`config.mk`:
```
export PLATFORM = sky130hd
export DESIGN_NAME = split_seq
export DESIGN_NICKNAME = d
export VERILOG_FILES = /design/src/rtl/split_seq.sv
export SDC_FILE = /design/constraint.sdc
export NUM_CORES = 1
export LEC_CHECK = 0
export BUFFER_PORTS_ARGS = -buffer_cell sky130_fd_sc_hd__buf_2
export CORE_UTILIZATION = 56
export DETAILED_ROUTE_END_ITERATION = 16
export PLACE_DENSITY = 0.9
export SYNTH_ARGS = -nofsm -noshare
export SYNTH_HDL_FRONTEND = slang
export SYNTH_SLANG_ARGS = --single-unit
```
`constraint.sdc`:
```
create_clock -name clk -period 4.9 [get_ports clk]
set_input_delay 1.47 -clock clk [delete_from_list [all_inputs] [get_ports clk]]
set_output_delay 1.47 -clock clk [all_outputs]
set_load 0.01 [all_outputs]
```
`src/rtl/split_seq.sv`:
```
// split_seq: takes one wide word per handshake and streams its
// unit-wide lanes one per cycle, LSB- or MSB-lane first.
module split_seq #(
  parameter int C_IN_WIDTH   = 32,
  parameter int C_UNIT_WIDTH = 8,
  parameter int C_MSB_FIRST  = 0
) (
  input  logic                    clk,
  input  logic                    rst_n,
  input  logic [C_IN_WIDTH-1:0]   in_data,
  input  logic [4:0]              in_len,
  input  logic                    in_valid,
  output logic                    in_ready,
  output logic [C_UNIT_WIDTH-1:0] out_data,
  output logic [3:0]              out_idx,
  output logic                    out_last,
  output logic                    out_valid,
  input  logic                    out_ready,
  output logic                    busy,
  output logic                    len_err
);

  localparam int C_UNITS = C_IN_WIDTH / C_UNIT_WIDTH;
  localparam logic [4:0] UNITS5 = 5'(C_UNITS);
  localparam logic [3:0] PTR0 =
    (C_MSB_FIRST != 0) ? 4'(C_UNITS - 1) : 4'd0;

  typedef enum logic {
    IDLE,
    SEND
  } state_t;

  state_t                  state_q, state_d;
  logic [C_IN_WIDTH-1:0]   hold_q, hold_d;
  logic [4:0]              rem_q, rem_d;
  logic [3:0]              ptr_q, ptr_d;
  logic                    len_err_q, len_err_d;

  logic                    send;
  logic                    fire;
  logic                    accept;
  logic                    load_err;
  logic [4:0]              load_len;
  logic [C_UNIT_WIDTH-1:0] lane;

  always_comb begin
    lane = '0;
    for (int k = 0; k < C_UNITS; k++) begin
      if (ptr_q == k[3:0]) begin
        lane = hold_q[k*C_UNIT_WIDTH +: C_UNIT_WIDTH];
      end
    end
  end

  always_comb begin
    send      = (state_q == SEND);
    out_valid = send;
    busy      = send;
    out_last  = send && (rem_q == 5'd1);
    out_data  = send ? lane : '0;
    out_idx   = send ? ptr_q : 4'd0;
    len_err   = len_err_q;
    fire      = send & out_ready;
    in_ready  = rst_n & (!send | (fire & out_last));
    accept    = in_valid & in_ready;
    // Zero and oversize lengths both mean a full word.
    load_err  = (in_len > UNITS5);
    load_len  = ((in_len == 5'd0) || load_err) ? UNITS5 : in_len;
  end

  always_comb begin
    state_d   = state_q;
    hold_d    = hold_q;
    rem_d     = rem_q;
    ptr_d     = ptr_q;
    len_err_d = 1'b0;
    if (fire) begin
      rem_d = rem_q - 5'd1;
      ptr_d = (C_MSB_FIRST != 0) ? ptr_q - 4'd1 : ptr_q + 4'd1;
      if (out_last) begin
        state_d = IDLE;
      end
    end
    // A word taken on the last-unit handshake reloads directly.
    if (accept) begin
      hold_d    = in_data;
      rem_d     = load_len;
      ptr_d     = PTR0;
      len_err_d = load_err;
      state_d   = SEND;
    end
  end

  always_ff @(posedge clk) begin
    if (!rst_n) begin
      state_q   <= IDLE;
      hold_q    <= '0;
      rem_q     <= '0;
      ptr_q     <= '0;
      len_err_q <= 1'b0;
    end else begin
      state_q   <= state_d;
      hold_q    <= hold_d;
      rem_q     <= rem_d;
      ptr_q     <= ptr_d;
      len_err_q <= len_err_d;
    end
  end

endmodule

```
Word level (Yosys, flattened, before mapping)
Cells that the tools add are included.
W data, S select, Z words.
{ "word_totals": {"regBits": 43, "output_inout_bits": 17, "word_cells": 40} }
{ "classes": {"addsub": 2, "order_cmp": 1, "eq_ne": 4, "n_mux": 12, "bitwise_logic": 6, "n_reduce_logical": 10} }
{ "ops": {"columns": ["operator", "n"], "rows": [
  ["$mux W8", 5],
  ["$mux W5", 3],
  ["$eq A4 B2 Y1 const B", 2],
  ["$eq A5 B1 Y1 const B", 1],
  ["$gt A5 B3 Y1 const B", 1],
  ["$logic_not A5 Y1", 1],
  ["$sub A5 B1 Y5 const B", 1],
  ["$add A4 B1 Y4 const B", 1],
  ["$and A1 B1 Y1", 4],
  ["$eq A4 B1 Y1 const B", 1],
  ["$logic_not A4 Y1", 1],
  ["$mux W4", 1],
  ["$reduce_and A2 Y1", 2],
  ["$reduce_bool A2 Y1", 2],
  ["$mux W1", 3],
  ["$reduce_or A2 Y1", 1],
  ["$logic_and A1 B1 Y1", 1],
  ["$logic_not A1 Y1", 1],
  ["$logic_or A1 B1 Y1", 1],
  ["$not A1 Y1", 1],
  ["$or A1 B1 Y1", 1]
]} }

Longest topological paths before layout
{ "logic_depth": {"ltp_word": 8, "ltp_mapped": 8} }

Least setup slack after synthesis
Ideal clock, no wire load.
{ "synth_timing": {"kind": "input to output", "startpoint": "input out_ready", "endpoint": "output in_ready", "arrival_ns": 1.763, "required_time_ns": 3.430, "setup_slack_ns": 1.667, "stages": 2, "path_buffers": 0, "path_cell_list": "a21boi_0 > nor2_1"} }
{ "synth_between": {"elab_chain_len": 4} }
{ "synth_lines": {"columns": ["element", "line", "source"], "rows": [
  ["start: declaration", "18", "input logic out_ready,"],
  ["$and A1 B1 Y1", "63", "fire = send & out_ready;"],
  ["$and A1 B1 Y1", "64", "in_ready = rst_n & (!send | (fire & out_last));"],
  ["$or A1 B1 Y1", "64", null],
  ["$and A1 B1 Y1", "64", null],
  ["end: declaration", "13", "output logic in_ready,"]
]} }
Every way passes these cells.

Final worst setup path
{ "layout_timing": {"startpoint": "register ptr_q[1]", "endpoint": "output out_data[0]"} }
{ "layout_between": {"elab_chain_len": 6, "word_cells_on_any_way": 9, "classes_between": "eq/ne (3); mux (5); reduce/logical (1)"} }
{ "layout_lines": {"columns": ["element", "line", "source"], "rows": [
  ["start: declaration", "36", "logic [3:0] ptr_q, ptr_d;"],
  ["start signal: assignment", "105", "ptr_q <= ptr_d;"],
  ["$logic_not A4 Y1", "49", "if (ptr_q == k[3:0]) begin"],
  ["$mux W8 (3 in a row)", "49", null],
  ["$mux W8 *", "49", null],
  ["$mux W8 *", "60", "out_data = send ? lane : '0;"],
  ["end: declaration", "14", "output logic [C_UNIT_WIDTH-1:0] out_data,"]
]} }
Mark *: on every way between the ends. The rest lies on a longest branch, timed or not.

==> run metrics <==
via count=1947; Final nets=365; CTS tree=built; Mean Syn Cell Area=7.86 um^2; Initial Util=58.4%; Synth Area in Compound Gates=between 20% and 30%; mapped cell area=2140 um^2; CTS clock-pin slew for the worst setup and hold paths=~0.07 ns; DP Area=2350 um^2; Hold Crit Class=reg -> reg; internal power=511 uW; Synth cell types=35; vias in the first global route=1780; post-route setup TNS=0 ns; PortBufs=57; htree depth=2; worst-path cell chain=inv_1 -> ha_1 -> nor4b_2 -> nand2_1 -> o21ai_0 -> a32o_1 -> buf_2; # setup viols final=0; multiplexer area fraction after synthesis=0%; clk sinks=43; crit path kind=reg -> out; status=completed; Worst path slowest cell=nor4b_2; remaining antenna violation count=0; DIE AREA=4070 um^2; final hold violation count=0; Pwr Density=288 nW/um^2; Gate Count Post-Synth=272; largest net degree at the start of global routing=39; FFs w/ async S/R, synth=0%; Max Slew Vio Count=0; Peak VDD IR=0.000156 V; Switch Pwr=about 190 uW; routability cong.=0.823; layout cells sized above 1=roughly 22%; clk_lat worst skew=0.29 ns; worst r2r src=busy$_SDFFE_PN0P_; clk_skew=between 0.004 and 0.005 ns; first-pass detailed-route iteration total=6; Layout Cells excl Fill=between 300 and 400; Design Area, Final=2430 um^2; max-capacitance violation count=0; XOR/XNOR Fraction of Synth Area=2.46%; DP HPWL=3430 um; most frequent cells in the layout=78 x nand2_1, 57 x buf_2, 44 x a21oi_1; first-pass GRT wire length=7680 um; Setup WS pre-CTS=1.21 ns; YS warnings=0; CTS root buf=clkbuf_8; CP Max Fanout=9; sequential-to-total area share from yosys stat=40.3%; Worst EP required=3.43 ns; hold_sp=hold_q[24]$_SDFFE_PN0N_; Core Area=3660 um^2; max_slew headroom=24.0%; Leakage=0.00102 uW; Worst setup SP type=flip-flop; initial detailed-routing violation count=108; Adder-Cell Fraction of Synth Area=3.51%; DRC=0; crit path launch=ptr_q[1]$_SDFFE_PP0P_; total track usage=24.4%; number of synthesized flops with an enable pin=0; most common cell after layout, fill and taps aside=nand2_1; period utilization=between 70% and 80%; clk buf depth=2; flops & latches, synth=43; hold buffer count at cts=0; # rows=22; Seq pwr share=55.7%; cts bufs inserted=5; die height=approximately 64 um; Inst Count DP=359; Simple-Gate Fraction of Synth Area=roughly 24%; post-cts resize count=0; post-CTS setup buffer count=0; PnR worst setup slack=1.19 ns; final wirelength=between 4000 and 5000 um; Worst-Margin Slew=1.14 ns; Die Wd=63.8 um; RSZ-0062 raised after global routing=false; clock share of power=29.2%; switching part of the total=26.7%; Overflow after GRT=0; crit path DAT=2.24 ns; Fmax achieved=270 MHz; Net Count, Synth=319; Max stage delay on crit path=0.58 ns; combinational share of power=15.1%; crit end category=output pin; largest family of logic cells by synthesized area=simple AND/OR/NAND/NOR gates; WL per Instance=12.6 um; initial antenna violation count=0; io pins=58; Post-synth top flop=dfxtp_1; min Tclk post-route=3.71 ns; vias per cell=approximately 5.3; synth-to-layout area growth=13.5%; Ant. Diodes=0
-- power groups by stage --
stage,Sequential (uW),Clock (uW),Combinational [uW]
floorplan,390,0,83.1
global placement,395,0,102
detailed placement,396,0,105
CTS,388,206,106
global route,391,225,118
finish,389,204,105
-- per-layer routing --
metal	share of wire [%]	track usage, %
met5	0	0
met4	1.3	8.81
met3	4.5	5.36
met2	48	41.2
met1	46	30.2
-- Yosys cell counts, drive strengths merged (2+ instances only) --
cell type | number | area, um^2
and2 | 6 | 38.8
nand2 | 78 | 293
nor3 | 3 | 15.0
clkbuf | 11 | 51.3
nor2b | 9 | 56.3
buf | 9 | 98.8
nor2 | 10 | 37.5
xnor2 | 3 | 26.3
a32o | 8 | 80.1
nor4b | 2 | 38.8
nand3 | 2 | 10.0
ha | 6 | 75.1
inv | 5 | 18.8
o21ai | 17 | 85.1
a21oi | 45 | 229
a211oi | 2 | 15.0
xor2 | 3 | 26.3
dfxtp | 43 | 861
-- per-stage QoR --
| step | util, % | power [uW] | hold slack, ns |
|---|---|---|---|
| 6_report | 66.3 | 698 | 0.457 |
| 3_3_place_gp | 64.3 | 497 | 0.440 |
| 2_1_floorplan | - | 473 | 0.431 |
| 4_1_cts | 66.3 | 700 | 0.458 |
| 3_5_place_dp | 64.3 | 502 | 0.447 |
| 5_1_grt | 66.3 | 735 | 0.476 |
-- critical path: cells and delay by family, from the launching register on --
family          cells  cell delay, ns
buf+inv             2            0.22
fa+ha+maj           1            0.29
flops               1            0.42
simple gates        2            0.69
compound gates      2            0.32
-- registers in the layout, indices dropped and copies added, names as in the netlist --
signal	flops
busy	1
hold_q	32
len_err	1
ptr_q	4
rem_q	5
-- worst paths after layout --
kind	slack, ns	end	cells past startpoint
max	1.19	out_data[0]	7
min reg2reg	0.46	hold_q[24]$_SDFFE_PN0N_	2
min	0.46	hold_q[24]$_SDFFE_PN0N_	2
max reg2reg	2.49	hold_q[4]$_SDFFE_PN0N_	5
-- layout make-up --
class,instances,area (um^2)
Fill cell,320,1230
Sequential cell,43,861
Timing Repair Buffer,59,300
Multi-Input combinational cell,204,1110
Clock buffer,6,72.6
Tap cell,48,60.1
Inverter,5,18.8
-- logic make-up after synthesis --
group,after synthesis
flip-flops,43
AND/OR/NAND/NOR,114
buffers and inverters,25
AO/OA/AOI/OAI,78
XOR/XNOR,6
adder cells (fa/ha/maj),6
Note: power is estimated with default switching activity, not from simulation.
